<file path="config.mk">
export PLATFORM = sky130hd
export DESIGN_NAME = seg_display_scanner
export DESIGN_NICKNAME = d
export VERILOG_FILES = /design/src/rtl/seg_display_scanner.sv
export SDC_FILE = /design/constraint.sdc
export NUM_CORES = 1
export LEC_CHECK = 0
export ABC_AREA = 0
export BUFFER_PORTS_ARGS = -buffer_cell sky130_fd_sc_hd__buf_2
export CAP_MARGIN = 20
export CORE_MARGIN = 4
export CORE_UTILIZATION = 32
export DETAILED_ROUTE_END_ITERATION = 6
export GPL_TIMING_DRIVEN = 0
export PLACE_DENSITY_LB_ADDON = 0.3
export RECOVER_POWER = 50
export SETUP_SLACK_MARGIN = 0.1
export SYNTH_ARGS = -nofsm -noshare
export SYNTH_HDL_FRONTEND = slang
export SYNTH_SLANG_ARGS = --single-unit
</file>
<file path="constraint.sdc">
create_clock -name clk -period 1.9 [get_ports clk]
set_input_delay 0.095 -clock clk [delete_from_list [all_inputs] [get_ports clk]]
set_output_delay 0.095 -clock clk [all_outputs]
set_load 0.01 [all_outputs]
</file>
<file path="src/rtl/seg_display_scanner.sv">
// rtl/seg_display_scanner.sv - time-multiplexed common-anode 7-segment digit scanner
//
// Latches a packed hex value into a shadow register and presents one digit
// per refresh slot: that digit's nibble on hex for the downstream decoder,
// and its active-low anode.
//
// Ports:
//   clk        system clock, rising edge
//   reset      synchronous, active-high
//   enable     1 = scan running, 0 = display dark with scan frozen
//   load       capture value into the shadow register on this edge
//   value      packed hex digits, [3:0] is digit 0 (rightmost)
//   blank_lz   blank leading zero digits (digit 0 always shown)
//   hex        nibble of the current digit
//   anode_n    active-low digit enables, one low bit or all ones
//   frame_tick one-cycle pulse at the end of each full scan
module seg_display_scanner #(
  parameter int NUM_DIGITS  = 4,
  parameter int REFRESH_DIV = 50000
) (
  input  logic                    clk,
  input  logic                    reset,
  input  logic                    enable,
  input  logic                    load,
  input  logic [4*NUM_DIGITS-1:0] value,
  input  logic                    blank_lz,
  output logic [3:0]              hex,
  output logic [NUM_DIGITS-1:0]   anode_n,
  output logic                    frame_tick
);

  localparam int CW = (REFRESH_DIV > 1) ? $clog2(REFRESH_DIV) : 1;
  localparam int DW = (NUM_DIGITS > 1) ? $clog2(NUM_DIGITS) : 1;
  localparam logic [CW-1:0] CNT_LAST = CW'(REFRESH_DIV - 1);
  localparam logic [DW-1:0] DIG_LAST = DW'(NUM_DIGITS - 1);

  logic [4*NUM_DIGITS-1:0] shadow;
  logic [CW-1:0]           cnt;
  logic [DW-1:0]           dig;

  logic                    slot_end;
  logic [3:0]              cur_nib;
  logic [NUM_DIGITS-1:0]   sel_n;
  logic                    cur_blank;

  assign slot_end = (cnt == CNT_LAST);

  // Digit selection from the current shadow/dig. A digit is a leading zero
  // when the shadow shifted down to that digit is entirely zero; digit 0 is
  // exempt so a value of zero still shows a single "0".
  always_comb begin
    cur_nib   = 4'd0;
    sel_n     = '1;
    cur_blank = 1'b0;
    for (int i = 0; i < NUM_DIGITS; i++) begin
      if (dig == DW'(i)) begin
        cur_nib   = shadow[4*i +: 4];
        sel_n[i]  = 1'b0;
        cur_blank = blank_lz && (i != 0) && ((shadow >> (4*i)) == '0);
      end
    end
  end

  always_ff @(posedge clk) begin
    if (reset) begin
      shadow     <= '0;
      cnt        <= '0;
      dig        <= '0;
      hex        <= 4'd0;
      anode_n    <= '1;
      frame_tick <= 1'b0;
    end else begin
      if (load) begin
        shadow <= value;
      end

      if (enable) begin
        if (slot_end) begin
          cnt <= '0;
          dig <= (dig == DIG_LAST) ? '0 : dig + 1'b1;
        end else begin
          cnt <= cnt + 1'b1;
        end
      end

      // Outputs follow shadow/dig with one cycle of latency, so a load shows
      // up mid-slot rather than waiting for the next digit boundary. hex keeps
      // tracking even when the digit is dark.
      hex        <= cur_nib;
      anode_n    <= (enable && !cur_blank) ? sel_n : '1;
      frame_tick <= enable && slot_end && (dig == DIG_LAST);
    end
  end

endmodule

</file>
### Yosys cells after proc, flatten, opt, wreduce, memory -nomap -nowiden

Cells that the tools add are included.

* equality and inequality tests: 4
* muxes and demuxes: 13
* add/sub/neg operators: 2
* bitwise logic cells: 1
* reduce and logical (&&, ||, !) cells: 13

Operator list (count)
* $logic_not 16->1: 3
* $add 16x1->16 const B: 1
* $eq 16x16->1 const B: 1
* $mux 16: 1
* $mux 4: 4
* $mux 1: 7
* $logic_and 1x1->1: 6
* $eq 2x2->1 const B: 2
* $add 2x1->2 const B: 1
* $eq 2x1->1 const B: 1
* $logic_not 2->1: 1
* $mux 2: 1
* $reduce_and 2->1: 1
* $reduce_or 2->1: 1
* $logic_not 1->1: 1
* $not 1->1: 1

* output and inout port bits: 9
* input port bits: 21
* word-level logic and storage cells: 39
* register bits: 43

### Depth between registers and ports, before layout

Gate-level depths: netlist (run 1).

* depth in word-level cells: 9
* depth in mapped cells: 7
* gate-level depth less buffers: 6

### Worst setup path after synthesis (run 1)

OpenSTA, ideal clock, no wires.

* path type: register -> register
* from: reg cnt[0]
* to: reg cnt[10]
* arrival time: 1.431 ns
* buffers on the path: 1
* required time: 1.836 ns
* stages on the path, launching flop included: 7
* library setup time: 0.064 ns
* setup slack: 0.406 ns
* clock period less this slack: 1.494 ns
* cells stage by stage: dfxtp_1 ha_1 and4_1 and4_1 a21o_2 buf_2 nor2_1

* longest elaborated chain between the ends: 2
* elaborated cells between the ends (all ways): 3
* those cells by class: 1 x add/sub; 1 x eq/ne; 1 x mux

Ends and longest elaborated chain
* start, declared: line 38 `logic [CW-1:0] cnt;`
* start signal, assigned: line 82 `cnt <= cnt + 1'b1;`
* $add 16x1->16 / $eq 16x16->1 (equally long branches): line 82, 46
* $mux 16 (*): line 78 `if (slot_end) begin`

Mark *: on every way between the ends. The rest lies on a longest branch, timed or not.
A chain may end at the register's enable or synchronous reset.

### Worst setup path in the final report (run 1)

* from: reg cnt[1]
* to: reg cnt[4]

Same word-level chain as after synthesis.

==> results of run 1 <==
==> cell families after synthesis <==
| kind of cell | after synthesis | synth area share, % |
|---|---|---|
| and+or+nand+nor | 89 | 24.5 |
| DFF | 43 | 45.9 |
| AOI/OAI and AO/OA | 23 | 7.14 |
| muxes | 17 | 9.07 |
| buffers and inverters | 16 | 4.00 |
| xor gates and xnor gates | 13 | 6.07 |
| adders and majority gates | 5 | 3.34 |
==> Yosys cell counts (4+ instances only) <==
master	instances
dfxtp_1	43
xnor2_1	8
nand4_1	7
xor2_1	5
clkbuf_1	6
ha_1	5
nand2_1	14
o22ai_1	4
nor4_1	8
nor2_1	31
inv_1	4
a21oi_1	12
and4_1	4
nand3b_1	4
mux2i_1	17
nand3_1	11
==> worst min-delay path by stage <==
stage,startpoint,to,slack [ns]
global route,value[2],shadow[2]$_SDFFE_PP0P_,0.03
global placement,value[13],shadow[13]$_SDFFE_PP0P_,0.33
detailed placement,value[2],shadow[2]$_SDFFE_PP0P_,0.34
floorplan,blank_lz,anode_n[3]$_SDFF_PP1_,0.24
finish,value[2],shadow[2]$_SDFFE_PP0P_,0.04
CTS,value[2],shadow[2]$_SDFFE_PP0P_,0.02
==> metal layers <==
metal | vias up | GRT usage, %
li1 | 795 | -
met1 | 678 | 16.0
met2 | 27 | 15.0
met3 | 2 | 4.42
met4 | 0 | 3.88
met5 | - | 0
==> power groups by stage <==
stage          Combinational, W  Sequential, W  Clock [W]
6_report               0.000123       0.000952   0.000680
5_1_grt                0.000140       0.000956   0.000753
4_1_cts                0.000123       0.000952   0.000704
3_5_place_dp           0.000123       0.000973          0
3_3_place_gp           0.000121       0.000972          0
2_1_floorplan         0.0000816       0.000968          0
==> sequential cells by signal (all words and copies together) (netlist names) <==
register and cells:
hex 4, shadow 16, anode_n 4, frame_tick 1, dig 2, cnt 16
==> critical path, delay by kind of cell (launching register included) <==
kind	cells	cell delay (ns)
and+or+nand+nor	3	0.53
AOI/OAI and AO/OA	1	0.19
buffers and inverters	1	0.21
adders and majority gates	1	0.22
DFF	1	0.37
==> final cells by class <==
type / instances / share of cell area (%)
clock inverter: 1 / 1.36
buffer: 12 / 2.77
sequential: 43 / 39.0
timing repair buffer: 26 / 5.38
inverter: 4 / 0.679
multi-input combinational: 147 / 43.5
clock buffer: 6 / 3.28
tap: 72 / 4.07
==> stage by stage <==
stage	total power [W]	hold slack, ns
global route	0.00185	0.0278
floorplan	0.00105	0.237
detailed placement	0.00110	0.338
global placement	0.00109	0.330
finish	0.00176	0.0358
CTS	0.00178	0.0242
==> flow_metrics.env, run 1 <==
export IMPL_wirelength_um=3870
export IMPL_yosys_warnings=0
export IMPL_cts_made_buffers=5
export IMPL_start_kind="register"
export IMPL_grt_usage_pct=11.2
export IMPL_grt_start_max_net_pins=13
export IMPL_status="finished clean"
export IMPL_worstSkewPairLatency_ns=0.29
export IMPL_met1_length_um=2010
export IMPL_cts_hold_buffers=0
export IMPL_post_route_min_period_ns=1.63
export IMPL_worstSetupEndpoint="cnt[4]$_SDFFE_PP0P_"
export IMPL_vias=1502
export IMPL_final_cell_mix="42 x dfxtp_1, 31 x nor2_1, 18 x clkbuf_1, 18 x buf_2, 17 x mux2i_1"
export IMPL_min_path_cells=3
export IMPL_pwr_share_seq_pct=54.3
export IMPL_final_layout_size_suffix_gt1_share_pct=15.1
export IMPL_stdcell_area_um2=2210
export IMPL_multiInputGateArea_um2=961
export IMPL_async_reset_ff_share_pct=0
export IMPL_cts_max_path_buffers=2
export IMPL_internal_power_w=0.00137
export IMPL_dpl_worst_slack_ns=0.123
export IMPL_ios=30
export IMPL_first_global_vias=1341
export IMPL_nets=265
export IMPL_place_inst=304
export IMPL_drv_cap=0
export IMPL_drt_wirelength_per_cell_um=12.4
export IMPL_switching_share_pct=21.7
export IMPL_crit_top_cell="and4_1"
export IMPL_crit_path_end_kind="register"
export IMPL_core_um2=5610
export IMPL_antenna_found_initial=0
export IMPL_netlist_area_leader_share_pct=45.9
export IMPL_p_leak_nw=0.836
export IMPL_fmax_mhz=615
export IMPL_cp_arrival_ns=1.81
export IMPL_met3_length_um=188
export IMPL_syn_inst=206
export IMPL_layout_cells_non_filler=311
export IMPL_postCtsSetupBuffers=0
export IMPL_finalClockSkew_ns=0.0100
export IMPL_ys_ff_latch=43
export IMPL_numPortBuffers=26
export IMPL_power_density_nw_per_um2=794
export IMPL_antenna_cells=0
export IMPL_required_ns=2.08
export IMPL_wl_met2_um=1640
export IMPL_setup_viol=0
export IMPL_yosys_top_cells_area="dfxtp_1 46%, mux2i_1 9.1%, nor2_1 6.2%, xnor2_1 3.7%, ha_1 3.3%"
export IMPL_critPathKind="register to register"
export IMPL_grt_setup_unrepaired="no"
export IMPL_reg2reg_slack_ns=0.27
export IMPL_final_period_utilization_pct=85.6
export IMPL_critPathSlowestCell="dfxtp_1"
export IMPL_hp_class="primary input to register"
export IMPL_hold_violations=0
export IMPL_ys_flop_type="dfxtp_1"
export IMPL_power_net_switching_w=0.000381
export IMPL_final_max_slew_viol_count=0
export IMPL_syn_area_um2=1880
export IMPL_yosysSeqAreaShare_pct=45.9
export IMPL_grt_pass1_wl_um=6350
export IMPL_via_per_inst=4.83
export IMPL_pwr_share_clk_pct=38.8
export IMPL_timing_rr_end="cnt[4]$_SDFFE_PP0P_"
export IMPL_place_gp_congestion=0.787
export IMPL_p_comb_share_pct=7.0
export IMPL_path_clk_slew_ns=0.08
export IMPL_cp_cell_sequence="ha_2 -> and4_1 -> and4_1 -> a21o_4 -> clkbuf_4 -> nor2_1"
export IMPL_syn2layout_area_growth_pct=17.9
export IMPL_die_w_um=84.6
export IMPL_row_count=27
export IMPL_root_buffer="clkbuf_8"
export IMPL_start_util_pct=33.4
export IMPL_fp_dieH_um=84.6
export IMPL_die_area_um2=7150
export IMPL_top_layer="met4"
export IMPL_yosysTopAreaCell="dfxtp_1"
export IMPL_crit_fanout=10
export IMPL_final_util_pct=39.4
export IMPL_antenna_left=0
export IMPL_syn_area_per_cell_um2=9.10
export IMPL_fin_tns_setup_ns=0
export IMPL_cts_tree="done"
export IMPL_synth_edff_count=0
export IMPL_syn_nets=232
export IMPL_cts_sinks=43
export IMPL_setup_slack_ns=0.273
export IMPL_fill_cells=592
export IMPL_reg2reg_depth=6
export IMPL_synthDistinctLibCells=33
export IMPL_worst_slew_pin_slew_ns=0.684
export IMPL_drc=0
export IMPL_crit_start="cnt[1]$_SDFFE_PP0P_"
export IMPL_hpwl_um=2850
export IMPL_cpPeakStageDelay_ns=0.37
export IMPL_seq_area_um2=862
export IMPL_htree_levels=2
export IMPL_vdd_ir_drop_max_uv=330
export IMPL_r2r_start="cnt[1]$_SDFFE_PP0P_"
export IMPL_grt_ovfl_total=0
export IMPL_slew_headroom_pct=54.4
export IMPL_drt_first_pass_iters=4
export IMPL_first_iter_violations=94
export IMPL_postPlaceCellArea_um2=2100
export IMPL_layout_commonest_cell="dfxtp_1"
export IMPL_post_cts_resized=0
Note: power is estimated with default switching activity, not from simulation.
==> run 2, diff against run 1 <==
--- a/config.mk
+++ b/config.mk
@@ -10,6 +10,7 @@
 export CAP_MARGIN = 20
 export CORE_MARGIN = 4
 export CORE_UTILIZATION = 32
+export CTS_BUF_LIST = sky130_fd_sc_hd__clkbuf_2 sky130_fd_sc_hd__clkbuf_4 sky130_fd_sc_hd__clkbuf_8
 export DETAILED_ROUTE_END_ITERATION = 6
 export GPL_TIMING_DRIVEN = 0
 export PLACE_DENSITY_LB_ADDON = 0.3
==> run 2 against run 1 <==
Routed wire length rose by 1.4%. Final cell count did not move. Clock skew barely moved. Combinational power barely moved. Flip-flop and latch count did not move. Critical path type unchanged. Highest routed layer unchanged.
==> flow_metrics.env, run 2 (synthesis results as in run 1) <==
export IMPL_layout_commonest_cell="dfxtp_1"
export IMPL_first_iter_violations=94
export IMPL_grt_start_max_net_pins=13
export IMPL_drv_cap=0
export IMPL_place_gp_congestion=0.787
export IMPL_numPortBuffers=26
export IMPL_root_buffer="clkbuf_8"
export IMPL_antenna_found_initial=0
export IMPL_core_um2=5610
export IMPL_crit_fanout=10
export IMPL_postCtsSetupBuffers=0
export IMPL_nets=265
export IMPL_start_util_pct=33.4
export IMPL_final_util_pct=39.5
export IMPL_final_layout_size_suffix_gt1_share_pct=15.5
export IMPL_row_count=27
export IMPL_ios=30
export IMPL_p_leak_nw=0.839
export IMPL_required_ns=2.08
export IMPL_fp_dieH_um=84.6
export IMPL_min_path_cells=3
export IMPL_start_kind="register"
export IMPL_grt_setup_unrepaired="no"
export IMPL_grt_ovfl_total=0
export IMPL_cp_arrival_ns=1.81
export IMPL_cp_cell_sequence="ha_2 -> and4_1 -> and4_1 -> a21o_4 -> clkbuf_4 -> nor2_1"
export IMPL_syn2layout_area_growth_pct=18.1
export IMPL_post_route_min_period_ns=1.63
export IMPL_drc=0
export IMPL_reg2reg_depth=6
export IMPL_cts_made_buffers=5
export IMPL_vias=1519
export IMPL_slew_headroom_pct=54.4
export IMPL_cts_tree="done"
export IMPL_drt_wirelength_per_cell_um=12.6
export IMPL_critPathSlowestCell="dfxtp_1"
export IMPL_vdd_ir_drop_max_uv=329
export IMPL_grt_pass1_wl_um=6350
export IMPL_multiInputGateArea_um2=961
export IMPL_fmax_mhz=615
export IMPL_cpPeakStageDelay_ns=0.37
export IMPL_worstSkewPairLatency_ns=0.29
export IMPL_fill_cells=591
export IMPL_status="finished clean"
export IMPL_drt_first_pass_iters=7
export IMPL_path_clk_slew_ns=0.08
export IMPL_hold_violations=0
export IMPL_final_period_utilization_pct=85.5
export IMPL_crit_top_cell="and4_1"
export IMPL_crit_path_end_kind="register"
export IMPL_antenna_left=0
export IMPL_top_regs="cnt (16), shadow (16)"
export IMPL_worst_slew_pin_slew_ns=0.685
export IMPL_hpwl_um=2850
export IMPL_grt_usage_pct=11.2
export IMPL_final_cell_mix="42 x dfxtp_1, 31 x nor2_1, 18 x buf_2, 17 x clkbuf_1, 17 x mux2i_1"
export IMPL_layout_cells_non_filler=311
export IMPL_critPathKind="register to register"
export IMPL_antenna_cells=0
export IMPL_hp_class="primary input to register"
export IMPL_wirelength_um=3920
export IMPL_finalClockSkew_ns=0.00978
export IMPL_final_max_slew_viol_count=0
export IMPL_die_w_um=84.6
export IMPL_power_density_nw_per_um2=800
export IMPL_first_global_vias=1341
export IMPL_fin_tns_setup_ns=0
export IMPL_via_per_inst=4.88
export IMPL_cts_max_path_buffers=2
export IMPL_place_inst=304
export IMPL_setup_viol=0
export IMPL_htree_levels=2
export IMPL_reg2reg_slack_ns=0.27
export IMPL_cts_sinks=43
export IMPL_seq_area_um2=862
export IMPL_die_area_um2=7150
run 2: final cells by class:
| class | instances | area share [%] |
|---|---|---|
| plain buffers | 12 | 2.77 |
| clock buffers | 6 | 3.45 |
| clock inverters | 1 | 1.36 |
| inverters | 4 | 0.678 |
| multi-input cells | 147 | 43.4 |
| flip-flops and latches | 43 | 38.9 |
| well taps | 72 | 4.07 |
| repair buffers | 26 | 5.37 |
run 2: timing repair:
action | CTS | global route
endpoints found under the setup margin | 0 | 11
hold buffers | 0 | 0
resized for setup | 0 | 6
run 2: path summary, 6_finish.rpt:
path,start,to
worst max-delay path,cnt[1]$_SDFFE_PP0P_,cnt[4]$_SDFFE_PP0P_
worst min-delay path,value[2],shadow[2]$_SDFFE_PP0P_
worst max register to register,cnt[1]$_SDFFE_PP0P_,cnt[4]$_SDFFE_PP0P_
worst min register to register,cnt[15]$_SDFFE_PP0P_,cnt[15]$_SDFFE_PP0P_
run 2: metrics by stage:
| stage | area [µm²] | worst slack [ns] | power [W] | hold WS (ns) |
|---|---|---|---|---|
| finish | 2210 | 0.275 | 0.00177 | 0.0343 |
| floorplan | 1880 | 0.406 | 0.00105 | 0.237 |
| detailed placement | 2100 | 0.123 | 0.00110 | 0.338 |
| global placement | 2100 | 0.147 | 0.00109 | 0.330 |
| CTS | 2200 | 0.115 | 0.00179 | 0.0242 |
| global route | 2210 | 0.132 | 0.00186 | 0.0278 |
run 2: power by group:
group	leakage, nW	switching (W)	internal, W	total, W
Combinational	0.433	0.0000641	0.0000588	0.000123
Sequential	0.351	0.0000221	0.000930	0.000952
Clock	0.0547	0.000296	0.000400	0.000696
Total	0.839	0.000382	0.00139	0.00177
run 2: critical path: cells and delay by family (launching register included):
| kind | cells | cell delay [ns] |
|---|---|---|
| AND/OR/NAND/NOR | 3 | 0.53 |
| adder cells (fa/ha/maj) | 1 | 0.22 |
| buffers and inverters | 1 | 0.21 |
| flip-flops | 1 | 0.37 |
| AO/OA/AOI/OAI | 1 | 0.19 |
run 2: metal layers:
metal  global-route usage [%]  vias to the layer above  wire length [µm]
met5                        0                        -                 0
met4                     3.88                        0                29
met3                     4.42                        2               245
li1                         -                      794                 -
met2                     15.0                       40              1630
met1                     16.0                      683              2020
